### config.mk
export PLATFORM = sky130hd
export DESIGN_NAME = bmf_stream_decoder
export DESIGN_NICKNAME = d
export VERILOG_FILES = /design/src/rtl/bmf_stream_decoder.sv
export SDC_FILE = /design/constraint.sdc
export NUM_CORES = 1
export LEC_CHECK = 0
export CORE_MARGIN = 2
export CORE_UTILIZATION = 46
export CTS_BUF_LIST = sky130_fd_sc_hd__clkbuf_8 sky130_fd_sc_hd__clkbuf_16
export CTS_CLUSTER_SIZE = 14
export DETAILED_ROUTE_END_ITERATION = 16
export HOLD_SLACK_MARGIN = 0.12
export PLACE_DENSITY = 0.85
export SLEW_MARGIN = 20
export SYNTH_ARGS = -nofsm -noshare
export SYNTH_HDL_FRONTEND = slang
export SYNTH_SLANG_ARGS = --single-unit
### constraint.sdc
create_clock -name clk -period 1.6 [get_ports clk]
set_input_delay 0.24 -clock clk [delete_from_list [all_inputs] [get_ports clk]]
set_output_delay 0.24 -clock clk [all_outputs]
set_load 0.01 [all_outputs]
### src/rtl/bmf_stream_decoder.sv
// Purpose: programmable K x M Boolean-basis decoder; OR of the basis rows selected by each streamed latent code.
// Latency: 2 cycles (S1 captures the code, S2 captures the decoded word); 1 word/cycle under continuous out_ready.
// Backpressure: out_valid && !out_ready holds S2, S1 fills behind it, then in_ready drops. Optional macro: BMF_XOR_SEMIRING_EN.
module bmf_stream_decoder #(
  parameter int K     = 4,
  parameter int M     = 5,
  parameter int CNT_W = 16
) (
  input  logic                 clk,
  input  logic                 rst,
  input  logic                 cfg_we,
  input  logic [$clog2(K)-1:0] cfg_row,
  input  logic [M-1:0]         cfg_data,
  input  logic                 cfg_commit,
  input  logic                 cfg_reopen,
  output logic                 cfg_err,
`ifdef BMF_XOR_SEMIRING_EN
  input  logic [M-1:0]         col_xor,
`endif
  input  logic                 in_valid,
  output logic                 in_ready,
  input  logic [K-1:0]         in_code,
  output logic                 out_valid,
  input  logic                 out_ready,
  output logic [M-1:0]         out_data,
  output logic [1:0]           state,
  output logic [CNT_W-1:0]     res_count
);

  localparam int RW = $clog2(K);
  localparam logic [RW:0] K_LIM = (RW + 1)'(K);

  typedef enum logic [1:0] {
    ST_CFG   = 2'd0,
    ST_RUN   = 2'd1,
    ST_DRAIN = 2'd2
  } state_t;

  state_t           state_q, state_d;
  logic [M-1:0]     row_q [K];
  logic [M-1:0]     row_d [K];
  logic [K-1:0]     mask_q, mask_d;
  logic             cfg_err_q, cfg_err_d;
  logic             s1_vld_q, s1_vld_d;
  logic [K-1:0]     s1_code_q, s1_code_d;
  logic             s2_vld_q, s2_vld_d;
  logic [M-1:0]     s2_data_q, s2_data_d;
  logic [CNT_W-1:0] cnt_q, cnt_d;
`ifdef BMF_XOR_SEMIRING_EN
  logic [M-1:0]     mode_q, mode_d;
`endif

  logic             row_ok;
  logic [K-1:0]     wr_bit;
  logic             commit_ok;
  logic             s2_adv;
  logic             s1_adv;
  logic             in_fire;
  logic [M-1:0]     dec_or;
  logic [M-1:0]     dec_xor;
  logic [M-1:0]     dec;

  // S2 moves whenever it is empty or its word is being taken; S1 follows S2.
  assign s2_adv   = !s2_vld_q || out_ready;
  assign s1_adv   = s2_adv;
  assign in_ready = (state_q == ST_RUN) && !cfg_reopen && (!s1_vld_q || s1_adv);
  assign in_fire  = in_valid && in_ready;

  assign out_valid = s2_vld_q;
  assign out_data  = s2_data_q;
  assign cfg_err   = cfg_err_q;
  assign state     = state_q;
  assign res_count = cnt_q;

  // Decode the code held in S1 against the basis matrix (OR and XOR reductions).
  always_comb begin
    dec_or  = '0;
    dec_xor = '0;
    for (int r = 0; r < K; r++) begin
      if (s1_code_q[r]) begin
        dec_or  = dec_or | row_q[r];
        dec_xor = dec_xor ^ row_q[r];
      end
    end
`ifdef BMF_XOR_SEMIRING_EN
    dec = (dec_xor & mode_q) | (dec_or & ~mode_q);
`else
    dec = dec_or;
`endif
  end

  // Row index check and one-hot mask bit for the addressed row.
  always_comb begin
    row_ok = ({1'b0, cfg_row} < K_LIM);
    wr_bit = '0;
    if (row_ok) begin
      wr_bit[cfg_row] = 1'b1;
    end
  end

  // Mode FSM and basis register file; the matrix only changes in CFG.
  always_comb begin
    state_d   = state_q;
    row_d     = row_q;
    mask_d    = mask_q;
    cfg_err_d = 1'b0;
    commit_ok = 1'b0;
    case (state_q)
      ST_CFG: begin
        if (cfg_we) begin
          if (row_ok) begin
            row_d[cfg_row] = cfg_data;
            mask_d         = mask_q | wr_bit;
          end else begin
            cfg_err_d = 1'b1;
          end
        end
        // Commit sees a same-cycle write through mask_d.
        if (cfg_commit) begin
          if (&mask_d) begin
            state_d   = ST_RUN;
            commit_ok = 1'b1;
          end else begin
            cfg_err_d = 1'b1;
          end
        end
      end
      ST_RUN: begin
        if (cfg_we) begin
          cfg_err_d = 1'b1;
        end
        if (cfg_reopen) begin
          state_d = ST_DRAIN;
        end
      end
      ST_DRAIN: begin
        if (cfg_we) begin
          cfg_err_d = 1'b1;
        end
        if (!s1_vld_q && !s2_vld_q) begin
          state_d = ST_CFG;
        end
      end
      default: state_d = ST_CFG;
    endcase
  end

`ifdef BMF_XOR_SEMIRING_EN
  // Column combine mode is latched only when a commit is accepted.
  always_comb begin
    mode_d = mode_q;
    if (commit_ok) begin
      mode_d = col_xor;
    end
  end
`endif

  // Two-stage pipeline and result counter.
  always_comb begin
    s1_vld_d  = s1_vld_q;
    s1_code_d = s1_code_q;
    s2_vld_d  = s2_vld_q;
    s2_data_d = s2_data_q;
    cnt_d     = cnt_q;
    if (!s1_vld_q || s1_adv) begin
      s1_vld_d = in_fire;
      if (in_fire) begin
        s1_code_d = in_code;
      end
    end
    if (s2_adv) begin
      s2_vld_d = s1_vld_q;
      if (s1_vld_q) begin
        s2_data_d = dec;
      end
    end
    if (s2_vld_q && out_ready) begin
      cnt_d = cnt_q + CNT_W'(1);
    end
  end

  // State registers with synchronous reset; reset discards in-flight words and the matrix.
  always_ff @(posedge clk) begin
    if (rst) begin
      state_q   <= ST_CFG;
      for (int r = 0; r < K; r++) begin
        row_q[r] <= '0;
      end
      mask_q    <= '0;
      cfg_err_q <= 1'b0;
      s1_vld_q  <= 1'b0;
      s1_code_q <= '0;
      s2_vld_q  <= 1'b0;
      s2_data_q <= '0;
      cnt_q     <= '0;
`ifdef BMF_XOR_SEMIRING_EN
      mode_q    <= '0;
`endif
    end else begin
      state_q   <= state_d;
      row_q     <= row_d;
      mask_q    <= mask_d;
      cfg_err_q <= cfg_err_d;
      s1_vld_q  <= s1_vld_d;
      s1_code_q <= s1_code_d;
      s2_vld_q  <= s2_vld_d;
      s2_data_q <= s2_data_d;
      cnt_q     <= cnt_d;
`ifdef BMF_XOR_SEMIRING_EN
      mode_q    <= mode_d;
`endif
    end
  end

endmodule

==> results of run 1 <==
-- metrics by stage --
step / hold WS, ns / instance area [sq um]
finish: 0.481 / 3080
detailed placement: 0.465 / 2980
CTS: 0.482 / 3070
floorplan: 0.384 / 2370
global route: 0.500 / 3080
global placement: 0.454 / 2980
-- per-layer routing --
metal / share of wire / vias up / global-route usage
met1: 0.45 / 937 / 0.254
met4: 0.013 / 0 / 0.0604
li1: - / 981 / -
met3: 0.040 / 8 / 0.0516
met2: 0.49 / 44 / 0.306
met5: 0 / - / 0
-- layout make-up --
cell class	instances	area share
multi-input combinational	173	0.386
inverter	6	0.00732
clock buffer	5	0.0224
clock inverter	3	0.00854
sequential	54	0.352
timing repair buffer	64	0.196
tap	70	0.0285
-- logic make-up (layout without fill, tap and decap cells) --
family / count (synthesis) / after routing / synth area share
muxes: 26 / 26 / 0.110
AOI/OAI and AO/OA: 32 / 32 / 0.0898
xor gates and xnor gates: 12 / 12 / 0.0444
and+or+nand+nor: 96 / 96 / 0.219
adders and majority gates: 7 / 7 / 0.0370
DFF: 54 / 54 / 0.456
buffers and inverters: 22 / 78 / 0.0438
-- power by group through the flow --
stage,Sequential [mW],Combinational (mW),Clock [mW]
after floorplan,1.41,0.0804,0
after global placement,1.41,0.160,0
after detailed placement,1.41,0.163,0
after CTS,1.38,0.165,0.822
after global routing,1.38,0.179,0.879
final,1.38,0.164,0.800
-- registers in the layout (all words and copies together), names as in the netlist --
signal / cells
s1_code_q: 4
mask_q: 4
out_data: 5
state: 2
row_q: 20
res_count: 16
s1_vld_q: 1
out_valid: 1
cfg_err: 1
-- synth_stat cells --
master / n
a21boi_0: 1
a21oi_1: 9
a22oi_1: 10
a311oi_1: 5
and2_1: 2
and2_2: 1
and3_1: 1
and4_1: 4
and4_4: 1
buf_2: 5
buf_6: 2
clkbuf_1: 9
dfxtp_1: 54
ha_1: 7
inv_1: 6
mux2i_1: 26
nand2_1: 7
nand2b_1: 5
nand3_1: 4
nand3b_1: 1
nand4_1: 10
nand4_4: 1
nand4b_1: 6
nand4bb_1: 1
nor2_1: 46
nor2b_1: 2
nor3_2: 1
o2111ai_1: 1
o21a_1: 1
o21ai_0: 5
or3_1: 3
xnor2_1: 1
xor2_1: 11
-- final timing paths --
kind	from	to	slack (ns)	cells past startpoint
setup / recovery	res_count[0]$_SDFFE_PP0P_	res_count[0]	0.06	1
hold / removal	mask_q[3]$_SDFFE_PP0N_	mask_q[3]$_SDFFE_PP0N_	0.48	2
setup reg to reg	state[0]$_SDFFE_PP0P_	row_q[18]$_SDFFE_PP0P_	0.14	7
hold reg to reg	mask_q[3]$_SDFFE_PP0N_	mask_q[3]$_SDFFE_PP0N_	0.48	2
-- what timing repair did --
item,CTS,global route
setup endpoints to repair,1,8
gates cloned,0,0
gates resized for setup,3,7
==> impl_metrics.yaml, run 1 <==
layout:
  multi_input_comb_area_sq_um: 1190
  mostFrequentLayoutCell: "dfxtp_1"
  drive_gt1_frac: 0.121
  utilization: 0.610
  nets: 329
  layout_common_cells: "53 x dfxtp_1, 46 x nor2_1, 39 x clkdlybuf4s50_1, 26 x mux2i_1, 20 x buf_4"
  regArea_sq_um: 1080
  syn2layout_area_growth_pct: 29.9
  antennaDiodeCount: 0
  fillers: 449
  final_cells: 375
synthesis:
  synth_cells: 249
  yosysSeqAreaShare: 0.456
  synth_area_per_cell_sq_um: 9.52
  syn_area_sq_um: 2370
  synth.top_cell.area_share: 0.456
  synth-seq-cells: 54
  synth_top_cell_by_area: "dfxtp_1"
  ys.warnings.count: 0
  synthDistinctLibCells: 33
  synth.area.top_cells: "dfxtp_1 46%, mux2i_1 11%, nor2_1 7.3%"
  syn-num-nets: 274
flow_run:
  cap_violations: 0
setup_path:
  cp-start-kind: "flip-flop"
  critical_path_class: "flip-flop to output pin"
  crit_path_max_incr_delay_ns: 0.58
  cp.arrival_ns: 1.30
  worst_path_dominant_cell_family: "buffers and inverters"
  worstPathRequired_ns: 1.36
  cpMaxStageDelayCell: "clkdlybuf4s50_1"
  critPathMaxFanout: 5
  crit_path_cell_trace: "clkdlybuf4s50_1"
  crit_path_end_kind: "output pin"
  cp.buffers_inverters: 1
timing:
  fin_ws_ns: 0.0590
  slew-limit-headroom: 0.813
  hold_viol_final: 0
  tightest_slew_ns: 0.281
  rsz0062_at_grt: "false"
  finalSetupViolCount: 0
  fin_worst_skew_ns: 0.00906
  fin_crit_sh: 0.963
  fin_tns_setup_ns: 0
  drv_slew: 0
  min_period_ns: 1.54
  fmax_mhz: 649
power:
  power.leakage_nw: 1.32
  sequentialPowerShare: 0.589
  peakVddDrop_mv: 0.619
  sw_frac_of_total: 0.240
  pwr-share-comb: 0.070
  p_clk_frac: 0.341
  powerDensity_nw_per_um2: 761
  p_int_mw: 1.78
  finalPower_mw: 2.34
  power.switching_mw: 0.563
hold_path:
  min_path_type: "flip-flop to flip-flop"
grt:
  gr-total-overflow: 0
  grt_first_pass_wirelength_mm: 8.51
  grt_start_max_net_pins: 57
  first_global_vias: 1875
  grt_use_total: 0.192
  antenna_found_initial: 0
placement:
  post-place-cells: 367
  io_buffers: 43
  dpl.hpwl_mm: 3.61
  place.gp.congestion: 0.769
  place_worst_setup_slack_ns: -0.132
clock_tree:
  post_cts_buffers: 0
  h-tree-depth: 2
  cts_tree: "built"
  cts.sinks: 54
  root_buffer: "clkbuf_8"
  clock_latency_ns: 0.31
  clk_pin_slew_worst_paths_ns: 0.10
  postCtsHoldBufs: 0
  cts_buffer_depth: 2
  cts_buffers: 5
floorplan:
  initial_core_util: 0.470
  die_h_microns: 75.8
  rows: 26
  io-pin-count: 44
  die_width_microns: 75.8
  coreArea_sq_um: 5040
  die-area_sq_um: 5740
route:
  viasPerCell: 5.25
  wl_mm: 5.14
  post_drt_wl_per_cell_microns: 13.7
  drcViolationCount: 0
  drtIter0Drc: 122
  first_pass_iters: 4
  ant_nets: 0
  vias: 1970
run_status:
  status: "completed"
Note: power is estimated with default switching activity, not from simulation.
==> run 2: changes to the inputs <==
- CORE_UTILIZATION: 46 -> 35
- PLACE_DENSITY: 0.85 -> 0.7
==> impl_metrics.yaml, run 2 (same netlist as run 1, synthesis figures left out) <==
setup_path:
  cp.arrival_ns: 1.31
  cp-start-kind: "flip-flop"
  critPathMaxFanout: 5
  crit_path_end_kind: "output pin"
  crit_path_cell_trace: "buf_4 -> clkdlybuf4s50_1"
  critical_path_class: "flip-flop to output pin"
  worstPathRequired_ns: 1.36
  crit_path_max_incr_delay_ns: 0.53
  cpMaxStageDelayCell: "clkdlybuf4s50_1"
run_status:
  status: "completed"
clock_tree:
  h-tree-depth: 2
  root_buffer: "clkbuf_8"
  cts_buffers: 5
  cts_tree: "built"
  postCtsHoldBufs: 0
  clock_latency_ns: 0.32
  cts.sinks: 54
  cts_buffer_depth: 2
  post_cts_buffers: 0
  clk_pin_slew_worst_paths_ns: 0.11
timing:
  worst_hold_slack_ns: 0.186
  fmax_mhz: 647
  rsz0062_at_grt: "true"
  slew-limit-headroom: 0.775
  fin_crit_sh: 0.966
  finalSetupViolCount: 0
  drv_slew: 0
  fin_worst_skew_ns: 0.0165
  hold_viol_final: 0
  tightest_slew_ns: 0.337
  min_period_ns: 1.55
route:
  viasPerCell: 5.05
  vias: 1935
  first_pass_iters: 4
  drtIter0Drc: 49
  post_drt_wl_per_cell_microns: 13.7
  ant_nets: 0
  drcViolationCount: 0
  wl_mm: 5.26
grt:
  gr-total-overflow: 0
  grt_start_max_net_pins: 34
  first_global_vias: 1800
  antenna_found_initial: 0
  grt_use_total: 0.144
  grt_first_pass_wirelength_mm: 8.67
floorplan:
  coreArea_sq_um: 6460
  die-area_sq_um: 7450
  io-pin-count: 44
  die_h_microns: 86.3
  initial_core_util: 0.367
  die_width_microns: 86.3
  rows: 29
placement:
  place_area_sq_um: 3000
  dpl.hpwl_mm: 3.67
  post-place-cells: 375
  place.gp.congestion: 0.765
  io_buffers: 43
layout:
  final_cells: 383
  regArea_sq_um: 1080
  fillers: 636
  drive_gt1_frac: 0.137
  nets: 330
  fin_area_sq_um: 3120
  mostFrequentLayoutCell: "dfxtp_1"
  antennaDiodeCount: 0
  largest_reg_flops: 20
  multi_input_comb_area_sq_um: 1190
  layout_common_cells: "53 x dfxtp_1, 46 x nor2_1, 36 x clkdlybuf4s50_1, 26 x mux2i_1, 20 x buf_4"
  largest_register: "row_q"
  syn2layout_area_growth_pct: 31.5
flow_run:
  cap_violations: 0
hold_path:
  min_path_type: "primary input to flip-flop"
power:
  powerDensity_nw_per_um2: 761
  power.leakage_nw: 1.36
  peakVddDrop_mv: 0.345
-- run 2: cell count changes in the layout (fill, tap and decap cells not counted), sizes merged --
cell	before	now
dlygate4sd2	0	1
dlymetal6s2s	3	4
clkinv	0	1
inv	9	8
buf	22	24
clkdlybuf4s50	39	36
-- run 2: routing by layer --
layer  GRT usage  wire length [microns]  up-vias
met1       0.205                   2680      915
met3      0.0267                    163        4
met5           0                      0        -
li1            -                      -      984
met4      0.0384                     56        0
met2       0.227                   2360       32
-- run 2: path summary, 6_finish.rpt --
check,startpoint,endpoint,slack [ns],cells past startpoint
worst max register to register,state[0]$_SDFFE_PP0P_,row_q[19]$_SDFFE_PP0P_,0.09,7
worst min register to register,mask_q[3]$_SDFFE_PP0N_,mask_q[3]$_SDFFE_PP0N_,0.47,2
worst max-delay path,res_count[2]$_SDFFE_PP0P_,res_count[2],0.05,2
worst min-delay path,rst,cfg_err$_SDFF_PP0_,0.19,3
-- run 2: worst max-delay path: cells and delay by family, from the launching register on --
family | cells | cell delay [ns]
buffers and inverters | 2 | 0.67
flip-flops | 1 | 0.34
-- run 2: per-stage QoR --
step | TNS (ns) | total power [mW] | worst slack (ns) | util
final | 0 | 2.37 | 0.0547 | 0.482
after global routing | -0.00178 | 2.46 | -0.00178 | 0.482
after CTS | -0.0389 | 2.40 | -0.0389 | 0.480
after detailed placement | -2.10 | 1.57 | -0.230 | 0.465
after global placement | -1.91 | 1.57 | -0.179 | 0.465
after floorplan | 0 | 1.49 | 0.0308 | -
-- run 2: area by class of cell --
type | count | share of cell area
Sequential cell | 54 | 0.348
Tap cell | 77 | 0.0309
Multi-Input combinational cell | 173 | 0.384
Clock buffer | 5 | 0.0221
Timing Repair Buffer | 65 | 0.199
Clock inverter | 3 | 0.00924
Inverter | 6 | 0.00723
-- run 2: what timing repair did --
action / in CTS / in global routing
gates cloned: 0 / 0
gates resized for setup: 6 / 10
setup endpoints to repair: 3 / 20
-- run 2: power breakdown --
group          switching, mW  leakage (nW)  internal (mW)
logic                 0.0767         0.871         0.0860
clock network          0.503        0.0506          0.329
registers             0.0117         0.438           1.37
total                  0.592          1.36           1.78
